`src/rtl/pipelined_look_ahead_carry_adder.sv`:
```
// pipelined_look_ahead_carry_adder
//   Pipelined add/subtract unit built from 4-bit look-ahead carry groups.
//   Each stage resolves one 4-bit group and registers its carry into the next
//   stage. Latency is NUM_STAGES = DATA_WIDTH/4 cycles. Throughput is one beat
//   per cycle. A single global stall freezes every stage.
//
// Parameters
//   DATA_WIDTH    operand/sum width; multiple of 4, minimum 4
//
// Ports
//   Clock_In      rising-edge clock
//   Reset_n_In    synchronous active-low reset
//   Data_A_In     operand A
//   Data_B_In     operand B
//   Carry_In      carry into bit 0 (ignored when subtracting)
//   Sub_In        0: A+B+Carry_In, 1: A-B
//   Valid_In      input beat valid
//   Ready_Out     unit can accept a beat this cycle
//   Sum_Out       result (modulo 2^DATA_WIDTH)
//   Carry_Out     carry out of MSB (subtract: 1 = no borrow)
//   Valid_Out     Sum_Out/Carry_Out valid
//   Ready_In      downstream accepts result
//   Overflow_Out  signed overflow flag, only present with LACA_OVERFLOW_FLAG_EN
//
// Optional feature macro: LACA_OVERFLOW_FLAG_EN
module pipelined_look_ahead_carry_adder #(
    parameter int unsigned DATA_WIDTH = 16
) (
    input  logic                  Clock_In,
    input  logic                  Reset_n_In,
    input  logic [DATA_WIDTH-1:0] Data_A_In,
    input  logic [DATA_WIDTH-1:0] Data_B_In,
    input  logic                  Carry_In,
    input  logic                  Sub_In,
    input  logic                  Valid_In,
    output logic                  Ready_Out,
    output logic [DATA_WIDTH-1:0] Sum_Out,
    output logic                  Carry_Out,
    output logic                  Valid_Out,
    input  logic                  Ready_In
`ifdef LACA_OVERFLOW_FLAG_EN
    ,
    output logic                  Overflow_Out
`endif
);

    localparam int unsigned NUM_STAGES = DATA_WIDTH / 4;

    // 4-bit look-ahead group: returns {carry into bit 3, carry out, sum[3:0]}.
    function automatic logic [5:0] lac4(input logic [3:0] a, input logic [3:0] b,
                                        input logic c0);
        logic [3:0] p;
        logic [3:0] g;
        logic       c1, c2, c3, c4;
        p  = a ^ b;
        g  = a & b;
        c1 = g[0] | (p[0] & c0);
        c2 = g[1] | (p[1] & g[0]) | (p[1] & p[0] & c0);
        c3 = g[2] | (p[2] & g[1]) | (p[2] & p[1] & g[0]) | (p[2] & p[1] & p[0] & c0);
        c4 = g[3] | (p[3] & g[2]) | (p[3] & p[2] & g[1]) | (p[3] & p[2] & p[1] & g[0])
           | (p[3] & p[2] & p[1] & p[0] & c0);
        return {c3, c4, p ^ {c3, c2, c1, c0}};
    endfunction

    // Per-stage registers; a/b carry the not-yet-resolved upper groups.
    logic [NUM_STAGES-1:0] valid_q;
    logic [DATA_WIDTH-1:0] a_q     [NUM_STAGES];
    logic [DATA_WIDTH-1:0] b_q     [NUM_STAGES];
    logic [DATA_WIDTH-1:0] sum_q   [NUM_STAGES];
    logic                  carry_q [NUM_STAGES];

    // Stage inputs and next-state values
    logic [NUM_STAGES-1:0] stg_v;
    logic [DATA_WIDTH-1:0] stg_a   [NUM_STAGES];
    logic [DATA_WIDTH-1:0] stg_b   [NUM_STAGES];
    logic [DATA_WIDTH-1:0] stg_s   [NUM_STAGES];
    logic                  stg_c   [NUM_STAGES];
    logic [5:0]            grp     [NUM_STAGES];
    logic [DATA_WIDTH-1:0] sum_d   [NUM_STAGES];

    logic stall;

    assign Valid_Out = valid_q[NUM_STAGES-1];
    assign Sum_Out   = sum_q[NUM_STAGES-1];
    assign Carry_Out = carry_q[NUM_STAGES-1];
    assign stall     = Valid_Out & ~Ready_In;
    assign Ready_Out = ~stall;

    always_comb begin
        // Stage 0 takes the live operands; subtraction is A + ~B + 1.
        stg_v[0] = Valid_In;
        stg_a[0] = Data_A_In;
        stg_b[0] = Sub_In ? ~Data_B_In : Data_B_In;
        stg_c[0] = Sub_In ? 1'b1 : Carry_In;
        stg_s[0] = '0;
        for (int k = 1; k < NUM_STAGES; k++) begin
            stg_v[k] = valid_q[k-1];
            stg_a[k] = a_q[k-1];
            stg_b[k] = b_q[k-1];
            stg_c[k] = carry_q[k-1];
            stg_s[k] = sum_q[k-1];
        end
        for (int k = 0; k < NUM_STAGES; k++) begin
            grp[k]   = lac4(stg_a[k][4*k +: 4], stg_b[k][4*k +: 4], stg_c[k]);
            sum_d[k] = stg_s[k];
            sum_d[k][4*k +: 4] = grp[k][3:0];
        end
    end

    always_ff @(posedge Clock_In) begin
        if (!Reset_n_In) begin
            valid_q <= '0;
            for (int k = 0; k < NUM_STAGES; k++) begin
                a_q[k]     <= '0;
                b_q[k]     <= '0;
                sum_q[k]   <= '0;
                carry_q[k] <= 1'b0;
            end
        end else if (!stall) begin
            valid_q <= stg_v;
            for (int k = 0; k < NUM_STAGES; k++) begin
                a_q[k]     <= stg_a[k];
                b_q[k]     <= stg_b[k];
                sum_q[k]   <= sum_d[k];
                carry_q[k] <= grp[k][4];
            end
        end
    end

`ifdef LACA_OVERFLOW_FLAG_EN
    // MSB lives in the last group, so overflow is resolved in the last stage.
    logic ovf_q;

    always_ff @(posedge Clock_In) begin
        if (!Reset_n_In) begin
            ovf_q <= 1'b0;
        end else if (!stall) begin
            ovf_q <= grp[NUM_STAGES-1][5] ^ grp[NUM_STAGES-1][4];
        end
    end

    assign Overflow_Out = ovf_q;
`endif

endmodule

```
`config.mk`:
```
export PLATFORM = sky130hd
export DESIGN_NAME = pipelined_look_ahead_carry_adder
export DESIGN_NICKNAME = d
export VERILOG_FILES = /design/src/rtl/pipelined_look_ahead_carry_adder.sv
export SDC_FILE = /design/constraint.sdc
export NUM_CORES = 1
export LEC_CHECK = 0
export BUFFER_PORTS_ARGS = -buffer_cell sky130_fd_sc_hd__buf_2
export CAP_MARGIN = 40
export CORE_MARGIN = 1.5
export CORE_UTILIZATION = 40
export CTS_CLUSTER_SIZE = 14
export DETAILED_ROUTE_END_ITERATION = 8
export HOLD_SLACK_MARGIN = 0.03
export PLACE_DENSITY_LB_ADDON = 0.25
export SYNTH_ARGS = -nofsm -noshare
export SYNTH_HDL_FRONTEND = slang
export SYNTH_SLANG_ARGS = --single-unit
export TNS_END_PERCENT = 50
```
`constraint.sdc`:
```
create_clock -name Clock_In -period 4.5 [get_ports Clock_In]
set_input_delay 0.9 -clock Clock_In [delete_from_list [all_inputs] [get_ports Clock_In]]
set_output_delay 0.9 -clock Clock_In [all_outputs]
set_load 0.02 [all_outputs]
```
After elaboration in Yosys (flattened, before gate mapping). Memory sizes are Yosys's and may differ from the RTL's. Cells that the tools add are included.

Register bits after elaboration: 4. Input port bits: 38. Word-level logic and storage cells: 163. Memory bits (writable): 196. Output and inout bits: 19. Memories kept: 4.

Memory list: a_q (depth 4, width 16, rd ports 3, clocked after Yosys merged registers in 0, write ports 4, line 67) `logic [DATA_WIDTH-1:0] a_q [NUM_STAGES];`; b_q (depth 4, width 16, rd ports 3, clocked after Yosys merged registers in 0, write ports 4, line 68) `logic [DATA_WIDTH-1:0] b_q [NUM_STAGES];`; sum_q (depth 4, width 16, rd ports 4, clocked after Yosys merged registers in 0, write ports 4, line 69) `logic [DATA_WIDTH-1:0] sum_q [NUM_STAGES];`; carry_q (depth 4, width 1, rd ports 4, clocked after Yosys merged registers in 0, write ports 4, line 70) `logic carry_q [NUM_STAGES];`.

Bitwise logic cells: 136. Mux-type cells: 22.

Operator list (count): two-way mux 16 bit (13); bitwise AND 1 bit (65); bitwise OR 1 bit (56); bitwise XOR 4 bit (8); bitwise AND 4 bit (4); inverter 16 bit (1); two-way mux 1 bit (9); inverter 1 bit (2).

Depth between registers and ports, before layout.
Word-level depth: 9. Depth in mapped cells: 7. Mapped depth without buffers: 5.

Worst setup path after synthesis. Ideal clock, no wire load.

Path type: input -> register. Start: input Reset_n_In. End: memory a_q[0][10], enable pin. Setup slack: 985 ps. Buffers on the path: 1. Data required time: 3621 ps. Arrival time: 2637 ps. Setup time: 879 ps. Stages: 2. Cells stage by stage: clkbuf_1 -> nand2_1.

RTL lines: from (decl) (line 30) `input logic Reset_n_In,`; to (decl) (line 67).

Worst setup path in the final report.
Start: input Ready_In. End: output Ready_Out.

Word-level cells in the longest chain between the ends: 3.

RTL lines: from (decl) (line 40) `input logic Ready_In`; inverter 1 bit (line 86) `assign stall = Valid_Out & ~Ready_In;`; bitwise AND 1 bit (line 86); inverter 1 bit (line 87) `assign Ready_Out = ~stall;`; to (decl) (line 36) `output logic Ready_Out,`.

Every way passes these cells.

==> flow_results.xml <==
<?xml version="1.0" encoding="UTF-8"?>
<metrics>
  <group name="outcome">
    <metric name="run_status" unit="">completed</metric>
  </group>
  <group name="placement">
    <metric name="routabilityCongestion" unit="">0.732</metric>
    <metric name="portBuffers" unit="">56</metric>
    <metric name="dpl_worst_slack" unit="ns">1.80</metric>
    <metric name="final_hpwl_from_detailed_placement" unit="um">4160</metric>
  </group>
  <group name="global_routing">
    <metric name="gr_ovfl_total" unit="">0</metric>
    <metric name="grt_max_degree" unit="">78</metric>
    <metric name="first_global_vias" unit="">2272</metric>
    <metric name="gr-usage-all-layers" unit="%">12.1</metric>
    <metric name="number_of_antenna_violations_at_the_first_check_in_global_routing" unit="">0</metric>
    <metric name="wire_length_of_the_first_global_routing_pass" unit="um">10600</metric>
  </group>
  <group name="timing">
    <metric name="setup_slack" unit="ns">1.80</metric>
    <metric name="final_critical_path_required_period" unit="ns">2.70</metric>
    <metric name="finalHoldViolCount" unit="">0</metric>
    <metric name="timing.fmax" unit="GHz">0.371</metric>
    <metric name="final-max-slew-violation-count" unit="">0</metric>
    <metric name="worst_slew_margin_rel" unit="%">58.7</metric>
    <metric name="final-setup-viol-count" unit="">0</metric>
    <metric name="tightestPinTransition" unit="ns">0.620</metric>
    <metric name="tns" unit="ns">0</metric>
    <metric name="rsz0062_at_grt" unit="">no</metric>
    <metric name="timing.clock.skew" unit="ns">0.00628</metric>
    <metric name="layout_worst_path_cycle_share" unit="%">60.0</metric>
  </group>
  <group name="detailed_routing">
    <metric name="antenna_left" unit="">0</metric>
    <metric name="first_pass_iters" unit="">4</metric>
    <metric name="via_per_inst" unit="">4.85</metric>
    <metric name="drc_violation_count_after_routing" unit="">0</metric>
    <metric name="detail_route.wirelength" unit="um">6600</metric>
    <metric name="starting_drc_count_in_detailed_routing" unit="">92</metric>
    <metric name="vias" unit="">2388</metric>
    <metric name="routed_len_inst" unit="um">13.4</metric>
  </group>
  <group name="final_layout">
    <metric name="syn_to_final_growth" unit="%">12.8</metric>
    <metric name="fin_nets" unit="">411</metric>
    <metric name="post_route_cells_drive_above_1_share" unit="%">22.2</metric>
    <metric name="antenna-diode-count" unit="">0</metric>
  </group>
  <group name="floorplan">
    <metric name="start_util" unit="%">41.7</metric>
    <metric name="dieHeight" unit="um">107</metric>
    <metric name="design.core.area" unit="mm^2">0.0104</metric>
    <metric name="num_rows" unit="">37</metric>
    <metric name="dieArea" unit="mm^2">0.0115</metric>
    <metric name="design.portCount" unit="">57</metric>
    <metric name="floorplan.die.width" unit="um">107</metric>
  </group>
  <group name="clock_tree">
    <metric name="insertion_delay" unit="ns">0.36</metric>
    <metric name="clk_path_buf_depth" unit="">2</metric>
    <metric name="ctsRootBufferMaster" unit="">sky130_fd_sc_hd__clkbuf_8</metric>
    <metric name="cts_tree" unit="">done</metric>
    <metric name="number_of_buffers_inserted_by_hold_repair_at_cts" unit="">0</metric>
    <metric name="cts_repair_resize_count" unit="">0</metric>
    <metric name="numCtsBuffers" unit="">9</metric>
    <metric name="clkSlewWorstSetupHoldPaths" unit="ns">0.09</metric>
    <metric name="clock_sinks" unit="">96</metric>
    <metric name="post_cts_buffers" unit="">0</metric>
    <metric name="cts-htree-levels" unit="">3</metric>
  </group>
  <group name="critical_path">
    <metric name="largest_driver_fanout_on_the_critical_path" unit="">77</metric>
    <metric name="critical_path_source_type" unit="">input port</metric>
    <metric name="setup.worst_path.start" unit="">Ready_In</metric>
    <metric name="worst_path_largest_cell_delay" unit="ns">0.46</metric>
    <metric name="worst-setup-path-type" unit="">in -&gt; out</metric>
    <metric name="arrival" unit="ns">1.80</metric>
    <metric name="worst-endpoint-required" unit="ns">3.60</metric>
    <metric name="timing.critical_path.cells" unit="">buf_2 -&gt; nor2b_4 -&gt; inv_4 -&gt; buf_2</metric>
    <metric name="kind_of_end_point_of_the_critical_path" unit="">output pin</metric>
    <metric name="timing.critical_path.slowest_stage_cell" unit="">sky130_fd_sc_hd__inv_4</metric>
    <metric name="cp_common_cell" unit="">sky130_fd_sc_hd__buf_2</metric>
    <metric name="reg2reg_from" unit="">valid_q[3]$_SDFFE_PN0N_</metric>
  </group>
  <group name="yosys">
    <metric name="synthesis.nets" unit="">361</metric>
    <metric name="synth.top_cells.by_count" unit="">92 x sky130_fd_sc_hd__edfxtp_1, 65 x sky130_fd_sc_hd__and3_1, 19 x sky130_fd_sc_hd__nor2_1</metric>
    <metric name="syn-mean-instance-area" unit="um^2">14.4</metric>
    <metric name="synth_top_cell_area_share" unit="%">63.6</metric>
    <metric name="synth_enable_flop_cells" unit="">92</metric>
    <metric name="synth-warning-count" unit="">0</metric>
    <metric name="synth.distinct_cells" unit="">32</metric>
    <metric name="postSynthRegisterBits" unit="">96</metric>
    <metric name="yosysTopAreaCell" unit="">sky130_fd_sc_hd__edfxtp_1</metric>
    <metric name="syn-instance-count" unit="">301</metric>
    <metric name="syn_area" unit="mm^2">0.00434</metric>
    <metric name="async_flop_share" unit="%">0</metric>
    <metric name="synthMostInstantiatedCell" unit="">sky130_fd_sc_hd__edfxtp_1</metric>
    <metric name="post_synth_main_area_contributors" unit="">sky130_fd_sc_hd__edfxtp_1 64%, sky130_fd_sc_hd__and3_1 9.4%, sky130_fd_sc_hd__ha_1 5.2%, sky130_fd_sc_hd__xnor2_1 3.0%, sky130_fd_sc_hd__dfxtp_1 1.8%</metric>
    <metric name="ys_dominant_reg_cell" unit="">sky130_fd_sc_hd__edfxtp_1</metric>
    <metric name="post_synthesis_sequential_area_ratio" unit="%">65.5</metric>
  </group>
  <group name="power_and_ir_drop">
    <metric name="p_leak" unit="nW">2.35</metric>
    <metric name="power.ir.vdd_worst" unit="uV">131</metric>
    <metric name="cellPowerDensity" unit="mW/mm^2">364</metric>
  </group>
  <group name="run">
    <metric name="timing.max_cap.violations" unit="">0</metric>
  </group>
  <group name="min_path">
    <metric name="worstHoldStart" unit="">valid_q[1]$_SDFFE_PN0N_</metric>
    <metric name="holdCritPathClass" unit="">reg -&gt; reg</metric>
  </group>
</metrics>
kinds of logic (layout without fill, tap and decap cells):
| group | count (synthesis) | count (layout) | share of synthesized area (%) |
|---|---|---|---|
| AO/OA/AOI/OAI | 30 | 30 | 5.16 |
| XOR/XNOR | 20 | 20 | 4.03 |
| adder cells (fa/ha/maj) | 22 | 22 | 7.03 |
| buffers and inverters | 22 | 77 | 3.37 |
| flip-flops | 96 | 96 | 65.5 |
| multiplexers | 4 | 4 | 0.922 |
| AND/OR/NAND/NOR | 107 | 107 | 14.0 |
report_power, final:
group	total, mW	switching [mW]	leakage [nW]	internal, mW
Combinational	0.169	0.0889	1.13	0.0798
Clock	0.555	0.299	0.0952	0.257
Sequential	1.06	0.0178	1.13	1.04
worst max-delay path: cells and delay by family:
| family | cells | cell delay [ns] |
|---|---|---|
| buffers and inverters | 3 | 0.84 |
| and+or+nand+nor | 1 | 0.06 |
stage by stage:
step / std cells / power, mW / hold slack [ns] / instance area (um^2) / util, %
3_3_place_gp: 475 / 1.24 / 0.448 / 4670 / 44.9
2_1_floorplan: 301 / 1.20 / 0.441 / 4340 / -
6_report: 492 / 1.78 / 0.478 / 4900 / 47.0
5_1_grt: 492 / 1.86 / 0.507 / 4900 / 47.0
3_5_place_dp: 476 / 1.25 / 0.464 / 4700 / 45.1
4_1_cts: 492 / 1.80 / 0.478 / 4900 / 47.0
path summary, 6_finish.rpt:
check / end / slack, ns / depth (start not counted)
hold / removal: valid_q[1]$_SDFFE_PN0N_ / 0.48 / 2
setup reg to reg: sum_q[0][22]$_SDFFCE_PN0P_ / 2.81 / 4
setup / recovery: Ready_Out / 1.80 / 4
hold reg to reg: valid_q[1]$_SDFFE_PN0N_ / 0.48 / 2
layout make-up:
cell class                      instances  area (um^2)
Tap cell                              136          170
Fill cell                             929         5520
Timing Repair Buffer                   58          315
Sequential cell                        96         2840
Clock buffer                            9          124
Inverter                                3         13.8
Clock inverter                          7         72.6
Multi-Input combinational cell        183         1360
placed cells by master, fill, tap and decap left out, types with 3 or more instances in the layout:
cell type | netlist | routed
sky130_fd_sc_hd__edfxtp_1 | 92 | 92
sky130_fd_sc_hd__and3_1 | 65 | 65
sky130_fd_sc_hd__buf_2 | 4 | 56
sky130_fd_sc_hd__nor2_1 | 19 | 19
sky130_fd_sc_hd__ha_1 | 18 | 18
sky130_fd_sc_hd__xnor2_1 | 15 | 15
sky130_fd_sc_hd__clkbuf_8 | 0 | 9
sky130_fd_sc_hd__nand2_1 | 9 | 8
sky130_fd_sc_hd__xor2_1 | 5 | 5
sky130_fd_sc_hd__nand3_1 | 5 | 5
sky130_fd_sc_hd__o2bb2ai_1 | 5 | 5
sky130_fd_sc_hd__a211o_1 | 4 | 4
sky130_fd_sc_hd__o21a_1 | 4 | 4
sky130_fd_sc_hd__a21oi_1 | 4 | 4
sky130_fd_sc_hd__a21o_1 | 4 | 4
sky130_fd_sc_hd__nand3b_1 | 4 | 4
sky130_fd_sc_hd__mux2i_1 | 4 | 4
sky130_fd_sc_hd__fa_1 | 4 | 4
sky130_fd_sc_hd__dfxtp_1 | 4 | 4
sky130_fd_sc_hd__a21boi_0 | 3 | 3
flip-flops by register name, indices dropped and copies added, names as in the netlist:
signal	count
sum_q	40
valid_q	4
carry_q	4
b_q	24
a_q	24
routing by layer:
layer / GRT usage, % / up-vias / wire length (um)
met2: 19.1 / 57 / 3010
met3: 2.98 / 9 / 308
met1: 15.6 / 1096 / 3160
met5: 0 / - / 0
li1: - / 1226 / -
met4: 5.71 / 0 / 121
Note: power is estimated with default switching activity, not from simulation.
